**src/rtl/writeback_arbiter_if.sv**
```systemverilog
// Bundles the two source handshakes, the regfile write port and the FIFO
// status flags between the producers, the arbiter and decode.
interface writeback_arbiter_if #(
    parameter int REG_COUNT = 32
);
    localparam int ADDR_W = $clog2(REG_COUNT);

    typedef logic [ADDR_W-1:0] reg_addr_t;
    typedef logic [31:0]       bus32_t;

    logic      a_valid_i;
    logic      a_ready_o;
    reg_addr_t a_addr_i;
    bus32_t    a_data_i;

    logic      b_valid_i;
    logic      b_ready_o;
    reg_addr_t b_addr_i;
    bus32_t    b_data_i;

    logic      rd_we_o;
    reg_addr_t rd_addr_o;
    bus32_t    rd_data_o;
    logic      bypass_valid_o;

    logic      a_empty_o;
    logic      b_empty_o;

    // Producer/consumer side: drives requests, observes the write port.
    modport master (
        output a_valid_i, a_addr_i, a_data_i,
        output b_valid_i, b_addr_i, b_data_i,
        input  a_ready_o, b_ready_o,
        input  rd_we_o, rd_addr_o, rd_data_o, bypass_valid_o,
        input  a_empty_o, b_empty_o
    );

    modport slave (
        input  a_valid_i, a_addr_i, a_data_i,
        input  b_valid_i, b_addr_i, b_data_i,
        output a_ready_o, b_ready_o,
        output rd_we_o, rd_addr_o, rd_data_o, bypass_valid_o,
        output a_empty_o, b_empty_o
    );
endinterface

```
**src/rtl/writeback_arbiter.sv**
```systemverilog
// Two-source writeback arbiter: per-source FIFOs drained round-robin into the
// single regfile write port, with x0 writes suppressed and a same-cycle bypass.
module writeback_arbiter_fifo #(
    parameter int DEPTH  = 2,
    parameter int ADDR_W = 5
) (
    input  logic              clk_i,
    input  logic              rstn_i,
    input  logic              clear_i,
    input  logic              push_i,
    input  logic [ADDR_W-1:0] push_addr_i,
    input  logic [31:0]       push_data_i,
    input  logic              pop_i,
    output logic              full_o,
    output logic              empty_o,
    output logic [ADDR_W-1:0] head_addr_o,
    output logic [31:0]       head_data_o
);
    localparam int IDX_W = $clog2(DEPTH);
    localparam int PTR_W = IDX_W + 1;

    logic [ADDR_W-1:0] addr_mem [DEPTH];
    logic [31:0]       data_mem [DEPTH];
    logic [PTR_W-1:0]  wptr_q;
    logic [PTR_W-1:0]  rptr_q;

    // Extra wrap bit distinguishes full from empty when the indices coincide.
    assign empty_o     = (wptr_q == rptr_q);
    assign full_o      = (wptr_q[IDX_W-1:0] == rptr_q[IDX_W-1:0]) &&
                         (wptr_q[IDX_W] != rptr_q[IDX_W]);
    assign head_addr_o = addr_mem[rptr_q[IDX_W-1:0]];
    assign head_data_o = data_mem[rptr_q[IDX_W-1:0]];

    always_ff @(posedge clk_i or negedge rstn_i) begin
        if (!rstn_i) begin
            wptr_q <= '0;
            rptr_q <= '0;
        end else if (clear_i) begin
            wptr_q <= '0;
            rptr_q <= '0;
        end else begin
            if (push_i) begin
                wptr_q <= wptr_q + PTR_W'(1);
            end
            if (pop_i) begin
                rptr_q <= rptr_q + PTR_W'(1);
            end
        end
    end

    // Storage needs no reset: the pointers alone decide which slots are live.
    always_ff @(posedge clk_i) begin
        if (push_i) begin
            addr_mem[wptr_q[IDX_W-1:0]] <= push_addr_i;
            data_mem[wptr_q[IDX_W-1:0]] <= push_data_i;
        end
    end
endmodule

module writeback_arbiter #(
    parameter int DEPTH     = 2,
    parameter int REG_COUNT = 32
) (
    input  logic               clk_i,
    input  logic               rstn_i,
    input  logic               flush_i,
    writeback_arbiter_if.slave wb
);
    localparam int ADDR_W = $clog2(REG_COUNT);

    localparam logic SRC_A = 1'b0;
    localparam logic SRC_B = 1'b1;

    logic              last_grant_q;
    logic              a_full, a_empty, a_push, a_pop;
    logic              b_full, b_empty, b_push, b_pop;
    logic [ADDR_W-1:0] a_head_addr, b_head_addr;
    logic [31:0]       a_head_data, b_head_data;
    logic              grant_a, grant_b;

    // Ready is deliberately independent of valid and of a same-cycle pop.
    assign wb.a_ready_o = !a_full && !flush_i;
    assign wb.b_ready_o = !b_full && !flush_i;
    assign a_push       = wb.a_valid_i && wb.a_ready_o;
    assign b_push       = wb.b_valid_i && wb.b_ready_o;
    assign wb.a_empty_o = a_empty;
    assign wb.b_empty_o = b_empty;

    writeback_arbiter_fifo #(
        .DEPTH (DEPTH),
        .ADDR_W(ADDR_W)
    ) u_fifo_a (
        .clk_i      (clk_i),
        .rstn_i     (rstn_i),
        .clear_i    (flush_i),
        .push_i     (a_push),
        .push_addr_i(wb.a_addr_i),
        .push_data_i(wb.a_data_i),
        .pop_i      (a_pop),
        .full_o     (a_full),
        .empty_o    (a_empty),
        .head_addr_o(a_head_addr),
        .head_data_o(a_head_data)
    );

    writeback_arbiter_fifo #(
        .DEPTH (DEPTH),
        .ADDR_W(ADDR_W)
    ) u_fifo_b (
        .clk_i      (clk_i),
        .rstn_i     (rstn_i),
        .clear_i    (flush_i),
        .push_i     (b_push),
        .push_addr_i(wb.b_addr_i),
        .push_data_i(wb.b_data_i),
        .pop_i      (b_pop),
        .full_o     (b_full),
        .empty_o    (b_empty),
        .head_addr_o(b_head_addr),
        .head_data_o(b_head_data)
    );

    // On a tie the source that did not win last time gets the port.
    always_comb begin
        grant_a = !a_empty && (b_empty || (last_grant_q == SRC_B));
        grant_b = !b_empty && !grant_a;
    end

    // During a flush the clear supersedes the pop of the granted head.
    assign a_pop = grant_a && !flush_i;
    assign b_pop = grant_b && !flush_i;

    always_comb begin
        wb.rd_we_o   = 1'b0;
        wb.rd_addr_o = '0;
        wb.rd_data_o = '0;
        if (grant_a) begin
            wb.rd_addr_o = a_head_addr;
            wb.rd_data_o = a_head_data;
            wb.rd_we_o   = (a_head_addr != '0);
        end else if (grant_b) begin
            wb.rd_addr_o = b_head_addr;
            wb.rd_data_o = b_head_data;
            wb.rd_we_o   = (b_head_addr != '0);
        end
    end

    assign wb.bypass_valid_o = wb.rd_we_o;

    // x0 grants still count as a turn; a flush leaves the rotation untouched.
    always_ff @(posedge clk_i or negedge rstn_i) begin
        if (!rstn_i) begin
            last_grant_q <= SRC_B;
        end else if (!flush_i && (grant_a || grant_b)) begin
            last_grant_q <= grant_a ? SRC_A : SRC_B;
        end
    end
endmodule

```
**src/flat_wrapper.sv**
```systemverilog
// flat-port wrapper written by rule: the top's interface ports become plain ports
module writeback_arbiter_flat 
#(
    parameter int DEPTH     = 2,
    parameter int REG_COUNT = 32
)
  (clk_i, rstn_i, flush_i, wb_a_valid_i, wb_a_addr_i, wb_a_data_i, wb_b_valid_i, wb_b_addr_i, wb_b_data_i, wb_a_ready_o, wb_b_ready_o, wb_rd_we_o, wb_rd_addr_o, wb_rd_data_o, wb_bypass_valid_o, wb_a_empty_o, wb_b_empty_o);
  writeback_arbiter_if #(.REG_COUNT(REG_COUNT)) wb_i ();
  input  logic clk_i;
  input  logic rstn_i;
  input  logic flush_i;
  input wire logic [$bits(wb_i.a_valid_i)-1:0] wb_a_valid_i;
  input wire logic [$bits(wb_i.a_addr_i)-1:0] wb_a_addr_i;
  input wire logic [$bits(wb_i.a_data_i)-1:0] wb_a_data_i;
  input wire logic [$bits(wb_i.b_valid_i)-1:0] wb_b_valid_i;
  input wire logic [$bits(wb_i.b_addr_i)-1:0] wb_b_addr_i;
  input wire logic [$bits(wb_i.b_data_i)-1:0] wb_b_data_i;
  output wire logic [$bits(wb_i.a_ready_o)-1:0] wb_a_ready_o;
  output wire logic [$bits(wb_i.b_ready_o)-1:0] wb_b_ready_o;
  output wire logic [$bits(wb_i.rd_we_o)-1:0] wb_rd_we_o;
  output wire logic [$bits(wb_i.rd_addr_o)-1:0] wb_rd_addr_o;
  output wire logic [$bits(wb_i.rd_data_o)-1:0] wb_rd_data_o;
  output wire logic [$bits(wb_i.bypass_valid_o)-1:0] wb_bypass_valid_o;
  output wire logic [$bits(wb_i.a_empty_o)-1:0] wb_a_empty_o;
  output wire logic [$bits(wb_i.b_empty_o)-1:0] wb_b_empty_o;
  assign wb_i.a_valid_i = wb_a_valid_i;
  assign wb_i.a_addr_i = wb_a_addr_i;
  assign wb_i.a_data_i = wb_a_data_i;
  assign wb_i.b_valid_i = wb_b_valid_i;
  assign wb_i.b_addr_i = wb_b_addr_i;
  assign wb_i.b_data_i = wb_b_data_i;
  assign wb_a_ready_o = wb_i.a_ready_o;
  assign wb_b_ready_o = wb_i.b_ready_o;
  assign wb_rd_we_o = wb_i.rd_we_o;
  assign wb_rd_addr_o = wb_i.rd_addr_o;
  assign wb_rd_data_o = wb_i.rd_data_o;
  assign wb_bypass_valid_o = wb_i.bypass_valid_o;
  assign wb_a_empty_o = wb_i.a_empty_o;
  assign wb_b_empty_o = wb_i.b_empty_o;
  writeback_arbiter #(.DEPTH(DEPTH), .REG_COUNT(REG_COUNT)) u_core (.clk_i(clk_i), .rstn_i(rstn_i), .flush_i(flush_i), .wb(wb_i));
endmodule
```
**config.mk**
```make
export PLATFORM = sky130hd
export DESIGN_NAME = writeback_arbiter_flat
export DESIGN_NICKNAME = d
export VERILOG_FILES = /design/src/rtl/writeback_arbiter_if.sv /design/src/rtl/writeback_arbiter.sv /design/src/flat_wrapper.sv
export SDC_FILE = /design/constraint.sdc
export NUM_CORES = 1
export LEC_CHECK = 0
export CAP_MARGIN = 20
export CORE_ASPECT_RATIO = 0.6
export CORE_MARGIN = 2
export CORE_UTILIZATION = 35
export CTS_CLUSTER_DIAMETER = 100
export CTS_CLUSTER_SIZE = 40
export DETAILED_ROUTE_END_ITERATION = 8
export DONT_BUFFER_PORTS = 1
export GPL_ROUTABILITY_DRIVEN = 0
export PLACE_DENSITY = 0.5
export SETUP_SLACK_MARGIN = 0.3
export SYNTH_ARGS = -nofsm -noshare
export SYNTH_HDL_FRONTEND = slang
export SYNTH_HIERARCHICAL = 1
export SYNTH_SLANG_ARGS = --single-unit
```
**constraint.sdc**
```tcl
create_clock -name clk_i -period 3.05 [get_ports clk_i]
set_input_delay 0.305 -clock clk_i [delete_from_list [all_inputs] [get_ports clk_i]]
set_output_delay 0.305 -clock clk_i [all_outputs]
set_load 0.02 [all_outputs]
```
After elaboration in Yosys (flattened, before gate mapping)
Memory sizes are Yosys's and may differ from the RTL's.
Index checks and enable logic that the tools add are counted.
{"block": "word_totals", "n_memories": 4, "output_inout_bits": 43, "reg_bits": 9, "elab_cells": 63, "ramBits": 148}
{"block": "op_classes", "add_sub_neg": 4, "n_reduce_logical": 25, "eq_ne": 6, "muxes": 19}
{"memory": "u_core.u_fifo_a.data_mem", "words": 2, "word_bits": 32, "rd": 1, "rd_clocked_by_memory_dff": 0, "wr": 1, "line": "writeback_arbiter.sv:23", "rtl": "logic [31:0] data_mem [DEPTH];"}
{"memory": "u_core.u_fifo_b.data_mem", "words": 2, "word_bits": 32, "rd": 1, "rd_clocked_by_memory_dff": 0, "wr": 1, "line": "writeback_arbiter.sv:23"}
{"memory": "u_core.u_fifo_a.addr_mem", "words": 2, "word_bits": 5, "rd": 1, "rd_clocked_by_memory_dff": 0, "wr": 1, "line": "writeback_arbiter.sv:22", "rtl": "logic [ADDR_W-1:0] addr_mem [DEPTH];"}
{"memory": "u_core.u_fifo_b.addr_mem", "words": 2, "word_bits": 5, "rd": 1, "rd_clocked_by_memory_dff": 0, "wr": 1, "line": "writeback_arbiter.sv:22"}
{"op": "two-way mux 32 bit", "n": 2}
{"op": "two-way mux 2 bit", "n": 8}
{"op": "logical AND 1 bit", "n": 11}
{"op": "two-way mux 5 bit", "n": 2}
{"op": "nonzero test 5 bit", "n": 2}
{"op": "adder 2 x 1 -> 2 bit (second input constant)", "n": 4}
{"op": "nonzero test 2 bit", "n": 4}
{"op": "two-way mux 1 bit", "n": 7}
{"op": "logical NOT 1 bit", "n": 6}
{"op": "equality test 2 bit", "n": 2}
{"op": "equality test 1 bit", "n": 2}
{"op": "logical OR 1 bit", "n": 2}
{"op": "inequality test 1 bit", "n": 2}

Logic depth before layout (Yosys ltp)
Gate-level depths: netlist of run 1.
{"block": "logic_depth", "depth_word": 8, "depth_mapped": 10, "ltp_nobuf": 6}

By module
The synthesis of run 1 kept the hierarchy.
{"module": "writeback_arbiter_fifo", "area_each_um2": 3081.7, "cells_each": 136, "n_inst": 2, "seq_area_each_um2": 2322.2}
{"module": "writeback_arbiter", "area_each_um2": 777.0, "cells_each": 140, "n_inst": 1, "seq_area_each_um2": 26.3}

Worst setup path before layout of run 1
No wires, ideal clock.
{"block": "synth_path", "path_kind": "reg2reg", "startpoint": "reg u_core.u_fifo_a.rptr_q[0]", "endpoint": "mem u_core.u_fifo_a.addr_mem[0][0], enable pin", "t_arrival_ns": 2.963, "setup_slack_ns": -0.348, "synth_period_minus_slack_ns": 3.398, "n_path_buf": 1, "path_stages_with_launch": 7, "cell_sequence": "dfrtp_1 -> buf_6 -> xor2_1 -> nor2b_1 -> nor2_1 -> and2_1 -> nor2b_1"}
{"block": "synth_between", "elab_chain_len": 7}
{"element": "from (decl)", "line": "writeback_arbiter.sv:25", "rtl": "logic [PTR_W-1:0] rptr_q;"}
{"element": "from (signal assigned)", "line": "writeback_arbiter.sv:46", "rtl": "rptr_q <= rptr_q + PTR_W'(1);"}
{"element": "equality test 1 bit", "line": "writeback_arbiter.sv:29", "rtl": "assign full_o = (wptr_q[IDX_W-1:0] == rptr_q[IDX_W-1:0]) &&"}
{"element": "logical AND 1 bit", "line": "writeback_arbiter.sv:29"}
{"element": "named net u_core.a_full", "line": "writeback_arbiter.sv:75", "rtl": "logic a_full, a_empty, a_push, a_pop;"}
{"element": "logical NOT 1 bit", "line": "writeback_arbiter.sv:82", "rtl": "assign wb.a_ready_o = !a_full && !flush_i;"}
{"element": "logical AND 1 bit", "line": "writeback_arbiter.sv:82"}
{"element": "named net wb_a_ready_o", "line": "flat_wrapper.sv:18", "rtl": "output wire logic [$bits(wb_i.a_ready_o)-1:0] wb_a_ready_o;"}
{"element": "logical AND 1 bit", "line": "writeback_arbiter.sv:84", "rtl": "assign a_push = wb.a_valid_i && wb.a_ready_o;"}
{"element": "named net u_core.a_push", "line": "writeback_arbiter.sv:75"}
{"element": "two-way mux 1 bit", "line": "writeback_arbiter.sv:53", "rtl": "if (push_i) begin"}
{"element": "two-way mux 1 bit (not written as such)", "line": "writeback_arbiter.sv:54", "rtl": "addr_mem[wptr_q[IDX_W-1:0]] <= push_addr_i;"}
{"element": "to (decl)", "line": "writeback_arbiter.sv:22"}
The timed path passes the listed nets, and every way through them passes these cells.

Worst setup path in the final report of run 1
{"block": "layout_path", "startpoint": "reg u_core.u_fifo_a.rptr_q[0]", "endpoint": "out wb_bypass_valid_o"}
{"block": "layout_between", "elab_cells_between_ends": 9, "cone_classes": "eq/ne (1); mux (2); reduce/logical (5); memory (1)"}
{"element": "memory (2 x 5 bit)"}
{"element": "named net u_core.a_head_addr[2]", "line": "writeback_arbiter.sv:77", "rtl": "logic [ADDR_W-1:0] a_head_addr, b_head_addr;"}
{"element": "nonzero test 5 bit", "line": "writeback_arbiter.sv:140", "rtl": "wb.rd_we_o = (a_head_addr != '0);"}
{"element": "two-way mux 1 bit", "line": "writeback_arbiter.sv:137", "rtl": "if (grant_a) begin"}
{"element": "to (decl)", "line": "flat_wrapper.sv:23", "rtl": "output wire logic [$bits(wb_i.bypass_valid_o)-1:0] wb_bypass_valid_o;"}
The timed path passes the listed nets, and every way through them passes these cells.

==> results.json, run 1 <==
{
  "critPathBufInv": 2,
  "synth_common_cells": "edfxtp_1 (148), mux2_4 (74), nand2_1 (37), nand2b_1 (37), o21ai_0 (20)",
  "ys_async_sr_fraction_pct": 5.73,
  "drv_cap": 0,
  "syn-num-nets": 491,
  "crit_start": "u_core/u_fifo_a/rptr_q[0]$_DFFE_PN0P_",
  "synth_edf_count": 148,
  "rsz0062_at_grt": "false",
  "overflow": 0,
  "synth_top_area_share_pct": 64.0,
  "viasPerCell": 4.52,
  "grt_pass1_vias": 3958,
  "drt_iter0_markers": 154,
  "leakage_nw": 3.22,
  "ant_nets": 0,
  "ys_seq_elements": 157,
  "worst_slack_ns": 0.389,
  "tns_ns": 0,
  "hold_viol_final": 0,
  "coreArea_mm2": 0.0192,
  "status": "complete, no violations",
  "worstPathRequired_ns": 2.74,
  "worstSkewPairLatency_ns": 0.42,
  "synth_most_common_cell": "edfxtp_1",
  "tritoncts": "done",
  "cell_internal_pwr_mw": 4.71,
  "portBuffers": 0,
  "crit_slowest_cell": "or4_4",
  "syn_inst": 412,
  "startpoint_type": "register",
  "crit_path_end_kind": "output port",
  "worstReg2RegEnd": "u_core/u_fifo_a/addr_mem[0][0]$_DFFE_PP_",
  "avgSynthCellArea_um2": 16.8,
  "grt_max_degree": 42,
  "yosys_warnings": 6,
  "routedWlPerCell_um": 18.0,
  "grt_pass1_wl_um": 22300,
  "drive_above_1_share_pct": 31.8,
  "dieWidth_um": 186,
  "ctsHtreeMaxLevel": 4,
  "endpoint": "wb_bypass_valid_o",
  "syn-cell-area_mm2": 0.00694,
  "final_max_slew_viol_count": 0,
  "ys_top_cells_by_area": "edfxtp_1 (64%), mux2_4 (16%), nand2b_1 (3.3%)",
  "finalCritPeriodShare_pct": 87.3,
  "fin_area_mm2": 0.00889,
  "start_util_pct": 36.1,
  "route.vias.total": 3713,
  "hold_class": "input port to register",
  "placedInstanceArea_mm2": 0.00749,
  "powerDensity_mw_per_mm2": 742,
  "numCtsBuffers": 17,
  "power_frac_seq_pct": 38.2,
  "hold_depth": 2,
  "antenna_found_initial": 3,
  "first_pass_iters": 6,
  "ys_types": 30,
  "yosysSeqAreaShare_pct": 67.3,
  "dieArea_mm2": 0.0210,
  "worstMarginPinSlew_ns": 0.493,
  "yosysTopAreaCell": "edfxtp_1",
  "relSlewSlack_pct": 67.0,
  "clkPwrFrac_pct": 33.0,
  "pre_cts_ws_ns": 0.632,
  "clock_sinks": 157,
  "period_needed_ns": 2.66,
  "fin_nets": 620,
  "synth-main-ff-cell": "edfxtp_1",
  "instances_no_fill": 822,
  "ir_drop_mv": 0.520,
  "r2r-start": "u_core/u_fifo_a/wptr_q[0]$_DFFE_PN0P_",
  "fp-row-count": 39,
  "clk_path_buf_depth": 2,
  "sw_frac_of_total_pct": 28.6,
  "hold_path.startpoint": "flush_i",
  "ios": 122,
  "root_buffer": "clkbuf_16",
  "crit_fanout": 11,
  "track_usage_pct": 14.8,
  "clock_skew_ns": 0.00732,
  "max_stage_delay_ns": 0.55,
  "critPathArrivalTime_ns": 2.36,
  "drc": 0,
  "setup_violations": 0,
  "cp.depth": 6,
  "die_h_um": 113,
  "crit_chain": "buf_6 -> mux2_4 -> or4_4 -> o21ai_2 -> o31ai_2 -> buf_4",
  "reg2reg_slack_ns": 0.91,
  "max_freq_mhz": 376,
  "area_growth_pct": 28.1,
  "place_hpwl_um": 9750,
  "routed_wl_um": 14800,
  "timing_worst_setup_path_type": "register to output port",
  "dp.cells": 710,
  "power.switching_mw": 1.88,
  "path_delay_family": "simple AND/OR/NAND/NOR gates",
  "power_frac_comb_pct": 28.9,
  "reg2reg_depth": 7,
  "cts.clk_slew.worst_paths_ns": 0.06
}
## worst register-to-register path: cells and delay by family, from the launching register on
kind | cells | cell delay, ns
AND/OR/NAND/NOR | 4 | 0.72
flip-flops | 1 | 0.44
buffers and inverters | 2 | 0.44
XOR/XNOR | 1 | 0.21
## metal layers
metal | routed length [µm] | part of all wire (%) | GRT usage [%] | vias up
met3 | 1020 | 6.9 | 6.05 | 12
met2 | 6770 | 46 | 23.3 | 98
li1 | - | - | - | 1776
met5 | 7 | 0.047 | 0 | -
met4 | 104 | 0.70 | 3.94 | 2
met1 | 6890 | 47 | 19.0 | 1825
## area by class of cell
cell class | count | area (µm²)
Multi-Input combinational cell | 231 | 2030
Clock buffer | 20 | 437
Antenna cell | 2 | 5.00
Tap cell | 266 | 333
Sequential cell | 157 | 4670
Timing Repair Buffer | 134 | 1240
Clock inverter | 12 | 170
Fill cell | 1735 | 10300
## stage by stage
step                      utilization [%]  total power [mW]  hold slack, ns
after detailed placement             39.0              4.37          0.0103
after global placement               39.0              4.35          0.0102
after global routing                 46.2              6.91          0.0893
after floorplan                         -              3.90         0.00941
after CTS                            46.1              6.67          0.0412
final                                46.2              6.59          0.0650
## power groups by stage
stage                     Clock, mW  Combinational (mW)  Sequential (mW)
final                          2.17                1.90             2.52
after CTS                      2.23                1.92             2.52
after global placement            0                1.78             2.57
after detailed placement          0                1.79             2.58
after global routing           2.34                2.05             2.53
after floorplan                   0                1.35             2.55
## flip-flops by register name, indices dropped and copies added, names as in the netlist
signal	count
u_core/u_fifo_a/data_mem	64
u_core/u_fifo_a/addr_mem	10
u_core/u_fifo_a/rptr_q	2
u_core/u_fifo_b/rptr_q	2
u_core/u_fifo_b/data_mem	64
u_core/u_fifo_a/wptr_q	2
u_core/u_fifo_b/addr_mem	10
u_core/u_fifo_b/wptr_q	2
u_core/last_grant_q	1
## placed cells by master (no fill, tap or decap), types with 3 or more instances in the layout
cell	n
dfrtp_1	6
bufinv_16	4
dlygate4sd3_1	76
o21ai_0	20
nor2b_1	5
xnor2_1	4
buf_12	3
clkbuf_1	3
clkbuf_16	17
nand2b_1	37
mux2_4	74
o21ai_1	18
edfxtp_1	148
nand2_1	37
buf_4	53
xor2_1	4
nor2_1	10
## logic make-up after synthesis
group	Yosys count	share of synthesized area, %
muxes	76	16.3
DFF	157	67.3
and+or+nand+nor	101	7.55
AOI/OAI and AO/OA	46	3.84
xor gates and xnor gates	8	1.01
buffers and inverters	24	3.97
## worst min-delay path by stage
stage                                            end  slack (ns)
2_1_floorplan  u_core/u_fifo_a/rptr_q[0]$_DFFE_PN0P_       0.009
6_report             u_core/last_grant_q$_DFFE_PN1P_        0.07
5_1_grt              u_core/last_grant_q$_DFFE_PN1P_        0.09
3_5_place_dp   u_core/u_fifo_a/wptr_q[1]$_DFFE_PN0P_        0.01
4_1_cts              u_core/last_grant_q$_DFFE_PN1P_        0.04
3_3_place_gp   u_core/u_fifo_a/rptr_q[1]$_DFFE_PN0P_        0.01
## timing repair
item | 4_1_cts | 5_1_grt
resized for setup | 0 | 3
hold endpoints to repair | 164 | 0
setup buffers | 2 | 0
endpoints found under the setup margin | 3 | 16
hold buffers | 76 | 0
pin swaps | 0 | 0
Note: power is estimated with default switching activity, not from simulation.
==> run 2: changes to the inputs <==
--- a/config.mk
+++ b/config.mk
@@ -7,3 +7,3 @@
 export LEC_CHECK = 0
-export CAP_MARGIN = 20
+export CAP_MARGIN = 0
 export CORE_ASPECT_RATIO = 0.6
==> constraint.sdc (replaced) <==
create_clock -name clk_i -period 3.05 [get_ports clk_i]
set_input_delay 0.1525 -clock clk_i [delete_from_list [all_inputs] [get_ports clk_i]]
set_output_delay 0.1525 -clock clk_i [all_outputs]
set_load 0.02 [all_outputs]
==> run 2 against run 1 <==
Worst setup slack better by 0.078 ns. Clock power is 4% lower. Critical path depth fell by 1. Final area shrank 0.69%. Maximum frequency increased by 3.0%. Power is 1.4% lower. Via count increased by 1.6%. Register-to-register slack got worse by 0.24 ns. Sequential power hardly changed. Critical path type unchanged. Critical endpoint unchanged. Highest routed layer is now met4.
==> results.json, run 2 (synthesized netlist as in run 1, its figures left out) <==
{
  "die_h_um": 113,
  "first_pass_iters": 5,
  "ios": 122,
  "leakage_nw": 3.19,
  "powerDensity_mw_per_mm2": 737,
  "critPathArrivalTime_ns": 2.43,
  "viasPerCell": 4.59,
  "clock_sinks": 157,
  "worstMarginPinSlew_ns": 0.718,
  "track_usage_pct": 15.1,
  "post_cts_buffers": 0,
  "hold_depth": 3,
  "start_util_pct": 36.1,
  "max_freq_mhz": 387,
  "reg2reg_depth": 7,
  "rsz0062_at_grt": "false",
  "fin_nets": 618,
  "tns_ns": 0,
  "fin_area_mm2": 0.00883,
  "path_delay_family": "buffers and inverters",
  "clk_path_buf_depth": 2,
  "critPathBufInv": 2,
  "drv_cap": 0,
  "final_max_slew_viol_count": 0,
  "portBuffers": 0,
  "ant_nets": 0,
  "crit_chain": "buf_4 -> mux2_4 -> o21ai_2 -> o31ai_2 -> buf_4",
  "timing_worst_setup_path_type": "register to output port",
  "antenna_found_initial": 4,
  "dp.cells": 709,
  "cts.clk_slew.worst_paths_ns": 0.06,
  "worstPathRequired_ns": 2.90,
  "root_buffer": "clkbuf_16",
  "hold_class": "input port to register",
  "area_growth_pct": 27.2,
  "tritoncts": "done",
  "routed_wl_um": 15200,
  "crit_path_end_kind": "output port",
  "dieArea_mm2": 0.0210,
  "fp-row-count": 39,
  "period_needed_ns": 2.58,
  "setup_violations": 0,
  "drive_above_1_share_pct": 32.2,
  "route.vias.total": 3771,
  "max_stage_delay_ns": 0.64,
  "overflow": 0,
  "place_hpwl_um": 9540,
  "clock_skew_ns": 0.00662,
  "drc": 0,
  "final_common_cell": "edfxtp_1",
  "dieWidth_um": 186,
  "hold_viol_final": 0,
  "crit_top_cell": "buf_4",
  "numCtsBuffers": 17,
  "ir_drop_mv": 0.410,
  "routedWlPerCell_um": 18.5,
  "placedInstanceArea_mm2": 0.00746,
  "coreArea_mm2": 0.0192,
  "grt_pass1_wl_um": 22500,
  "crit_slowest_cell": "buf_4",
  "relSlewSlack_pct": 52.1,
  "cp.depth": 5,
  "startpoint_type": "register",
  "finalCritPeriodShare_pct": 84.7,
  "worstSkewPairLatency_ns": 0.43,
  "status": "complete, no violations",
  "instances_no_fill": 822,
  "drt_iter0_markers": 259,
  "crit_fanout": 35,
  "layout_common_cells": "edfxtp_1 (148), dlygate4sd3_1 (76), mux2_4 (74)",
  "grt_pass1_vias": 3802,
  "fill_cells": 1742,
  "ctsHtreeMaxLevel": 4,
  "grt_max_degree": 42,
  "total_power_mw": 6.50
}
[run 2: cell count changes in the layout (fill, tap and decap cells not counted)]
cell / previous run / this run
buf_4: 53 / 51
o21ba_2: 0 / 1
inv_6: 0 / 6
inv_8: 0 / 3
buf_8: 1 / 0
buf_12: 3 / 1
clkinv_1: 2 / 0
diode_2: 2 / 4
clkbuf_1: 3 / 1
buf_6: 1 / 3
bufinv_16: 4 / 1
clkinv_2: 2 / 0
[run 2: metal layers]
metal / routed length, µm / part of all wire [%] / track usage [%]
met5: 0 / 0 / 0
met4: 191 / 1.3 / 5.67
met3: 1100 / 7.2 / 4.89
met2: 6450 / 42 / 21.9
met1: 7450 / 49 / 21.0
[run 2: report_power, final]
group          internal (mW)  switching (mW)
clock                   1.16           0.923
combinational          0.859            1.04
sequential              2.48          0.0507
[run 2: worst min-delay path, cell delays in order]
cell and delay [ns]:
and2_1 0.15, xnor2_1 0.07, nor2_1 0.08
[run 2: final cells by class]
cell class | count | area (µm²) | share of cell area [%]
Sequential cell | 157 | 4670 | 52.9
Multi-Input combinational cell | 232 | 2040 | 23.1
Timing Repair Buffer | 131 | 1200 | 13.6
Clock buffer | 18 | 429 | 4.86
Tap cell | 266 | 333 | 3.77
Clock inverter | 14 | 149 | 1.69
Antenna cell | 4 | 10.0 | 0.113
[run 2: path summary, 6_finish.rpt]
check	from	end	slack, ns
worst max register to register	u_core/u_fifo_a/rptr_q[0]$_DFFE_PN0P_	u_core/u_fifo_a/data_mem[1][8]$_DFFE_PP_	0.67
worst min-delay path	wb_b_valid_i	u_core/u_fifo_b/wptr_q[0]$_DFFE_PN0P_	0.07
max in group asynchronous	rstn_i	u_core/u_fifo_a/rptr_q[0]$_DFFE_PN0P_	2.59
worst min register to register	u_core/last_grant_q$_DFFE_PN1P_	u_core/last_grant_q$_DFFE_PN1P_	0.55
min in group asynchronous	rstn_i	u_core/u_fifo_b/rptr_q[1]$_DFFE_PN0P_	0.12
worst max-delay path	u_core/u_fifo_a/rptr_q[0]$_DFFE_PN0P_	wb_bypass_valid_o	0.47
[run 2: what timing repair did]
item                                    in CTS  in global routing
gates cloned                                 1                  0
gates resized for setup                      0                  3
hold buffers                                76                  0
hold endpoints to repair                   166                  0
endpoints found under the setup margin       1                  4
[run 2: through the flow]
step	hold slack, ns	setup WS, ns	util (%)
4_1_cts	0.0407	0.390	45.8
6_report	0.0732	0.467	45.9
3_5_place_dp	-0.142	0.678	38.8
2_1_floorplan	-0.143	0.350	-
3_3_place_gp	-0.142	0.686	38.8
5_1_grt	0.0705	0.342	45.9
==> run 3: changes to the inputs <==
- ABC_AREA: default -> 1
- clock period: 3.05 -> 2.3 ns (I/O delays scaled with it)
==> run 3 against run 2 <==
Combinational power is 7% higher. First-iteration DRC count is 30% higher. Synthesized cell count is 49% higher. Largest power group unchanged.
==> results.json, run 3 <==
{
  "grt_pass1_vias": 4686,
  "fp-row-count": 38,
  "powerDensity_mw_per_mm2": 885,
  "portBuffers": 0,
  "max_freq_mhz": 474,
  "yosysSeqAreaShare_pct": 71.6,
  "synth_top_area_share_pct": 68.1,
  "root_buffer": "clkbuf_16",
  "crit_path_end_kind": "output port",
  "antenna_found_initial": 0,
  "hold_end": "u_core/u_fifo_b/wptr_q[1]$_DFFE_PN0P_",
  "route.vias.total": 4605,
  "r2r-start": "u_core/u_fifo_b/rptr_q[1]$_DFFE_PN0P_",
  "synth-main-ff-cell": "edfxtp_1",
  "yosys_warnings": 6,
  "overflow": 0,
  "drt_iter0_markers": 336,
  "tritoncts": "done",
  "synth_common_cells": "nand2_1 (370), edfxtp_1 (148), nor2_1 (22)",
  "ys_async_sr_fraction_pct": 5.73,
  "syn_inst": 613,
  "fin_nets": 811,
  "clk_path_buf_depth": 2,
  "drive_above_1_share_pct": 23.6,
  "setup_violations": 0,
  "ctsHtreeMaxLevel": 4,
  "synth_edf_count": 148,
  "max_stage_delay_ns": 0.42,
  "startpoint_type": "register",
  "critPathArrivalTime_ns": 2.00,
  "worstSkewPairLatency_ns": 0.42,
  "hold_class": "input port to register",
  "clock_skew_ns": 0.00854,
  "crit_fanout": 6,
  "syn-cell-area_mm2": 0.00652,
  "critPathBufInv": 5,
  "hold_depth": 3,
  "reg2reg_depth": 8,
  "path_delay_family": "buffers and inverters",
  "ant_nets": 0,
  "ys_types": 16,
  "drc": 0,
  "layout_common_cells": "nand2_1 (296), edfxtp_1 (148), dlygate4sd3_1 (76)",
  "ys_top_cells_by_area": "edfxtp_1 (68%), nand2_1 (21%), dfrtp_1 (3.1%)",
  "worstReg2RegEnd": "u_core/u_fifo_b/data_mem[0][26]$_DFFE_PP_",
  "numCtsBuffers": 17,
  "timing_worst_setup_path_type": "register to output port",
  "antenna_cells": 0,
  "final_common_cell": "nand2_1",
  "coreArea_mm2": 0.0182,
  "dieWidth_um": 180,
  "routedWlPerCell_um": 17.9,
  "syn-num-nets": 692,
  "total_power_mw": 8.05,
  "first_pass_iters": 5,
  "worstMarginPinSlew_ns": 0.500,
  "yosysTopAreaCell": "edfxtp_1",
  "ys_seq_elements": 157,
  "crit_top_cell": "nand2_4",
  "area_growth_pct": 39.3,
  "start_util_pct": 35.9,
  "hold_path.startpoint": "wb_b_valid_i",
  "dieArea_mm2": 0.0198,
  "ir_drop_mv": 0.437,
  "worstPathRequired_ns": 2.18,
  "reg2reg_slack_ns": 0.42,
  "crit_chain": "inv_2 -> nand2_2 -> nand2_4 -> nor2_4 -> buf_6 -> a21oi_4 -> buf_6 -> buf_12 -> buf_16 -> nand2_4 -> nand2_4",
  "relSlewSlack_pct": 66.5,
  "viasPerCell": 4.68,
  "cts.clk_slew.worst_paths_ns": 0.06,
  "clock_sinks": 157,
  "die_h_um": 110,
  "grt_pass1_wl_um": 26700,
  "leakage_nw": 3.77,
  "tns_ns": 0,
  "status": "complete, no violations",
  "avgSynthCellArea_um2": 10.6,
  "crit_slowest_cell": "dfrtp_1",
  "grt_max_degree": 38,
  "ios": 122,
  "synth_most_common_cell": "nand2_1",
  "rsz0062_at_grt": "true",
  "routed_wl_um": 17700,
  "hold_viol_final": 0,
  "track_usage_pct": 18.1,
  "final_max_slew_viol_count": 0,
  "place_hpwl_um": 10400,
  "period_needed_ns": 2.11,
  "drv_cap": 0,
  "finalCritPeriodShare_pct": 91.8
}
-- run 3: changes by cell type in the layout (fill, tap and decap cells not counted), moves of 11 or more --
cell,before,now
nand2_1,37,296
mux2_4,74,0
nand2_4,0,51
nand2b_1,37,0
buf_4,51,27
nand2_2,0,23
o21ai_0,20,0
o21ai_1,18,0
inv_1,0,13
buf_12,1,12
-- run 3: per-stage QoR --
| stage | instances | utilization [%] | area [µm²] | setup slack (ns) | hold slack, ns |
|---|---|---|---|---|---|
| floorplan | 613 | - | 6560 | 0.156 | -0.181 |
| global placement | 848 | 38.0 | 6900 | 0.239 | -0.180 |
| detailed placement | 848 | 38.0 | 6900 | 0.164 | -0.180 |
| CTS | 985 | 48.7 | 8850 | 0.205 | 0.0672 |
| global route | 985 | 50.0 | 9090 | 0.0841 | 0.0943 |
| finish | 985 | 50.0 | 9090 | 0.189 | 0.0875 |
-- run 3: worst reg2reg max path: cells and delay by family, from the launching register on --
family                 cells  cell delay, ns
AND/OR/NAND/NOR            5            0.62
buffers and inverters      3            0.53
flip-flops                 1            0.41
-- run 3: how the worst max path moves through the flow --
stage	to	startpoint	cells after the start	slack (ns)
floorplan	u_core/u_fifo_a/addr_mem[0][0]$_DFFE_PP_	u_core/u_fifo_a/rptr_q[0]$_DFFE_PN0P_	9	0.16
global placement	wb_rd_data_o[3]	u_core/u_fifo_b/rptr_q[0]$_DFFE_PN0P_	8	0.24
detailed placement	wb_rd_addr_o[3]	u_core/u_fifo_b/rptr_q[1]$_DFFE_PN0P_	9	0.16
CTS	wb_rd_we_o	u_core/u_fifo_a/rptr_q[0]$_DFFE_PN0P_	9	0.20
global route	wb_rd_addr_o[2]	u_core/u_fifo_a/rptr_q[1]$_DFFE_PN0P_	11	0.08
finish	wb_rd_data_o[27]	u_core/u_fifo_b/wptr_q[0]$_DFFE_PN0P_	11	0.19
-- run 3: final cells by class --
class / count / area (µm²)
Sequential cell: 157 / 4670
Fill cell: 1623 / 9070
Tap cell: 240 / 300
Multi-Input combinational cell: 409 / 2070
Timing Repair Buffer: 126 / 1400
Inverter: 21 / 86.3
Clock inverter: 14 / 133
Clock buffer: 18 / 429
-- run 3: kinds of logic after synthesis --
family	after synthesis	synth area share, %
AND/OR/NAND/NOR	401	23.4
AO/OA/AOI/OAI	7	0.595
flip-flops	157	71.6
buffers and inverters	48	4.45
-- run 3: what timing repair did --
action	4_1_cts	5_1_grt
gates cloned	5	0
buffers inserted	24	0
gates resized for setup	99	58
pin swaps	20	30
endpoints found under the setup margin	39	58
hold endpoints to repair	166	0
hold buffers	76	0
-- run 3: layer usage --
metal	up-vias	GRT usage (%)	share of wire [%]
met4	0	4.15	0.68
met3	9	5.27	5.8
met1	2253	25.3	48
met2	122	28.2	45
li1	2221	-	-
met5	-	0	0
-- run 3: power breakdown --
| part | switching [mW] | internal (mW) |
|---|---|---|
| clock | 1.18 | 1.51 |
| sequential | 0.0472 | 3.26 |
| combinational | 1.29 | 0.756 |
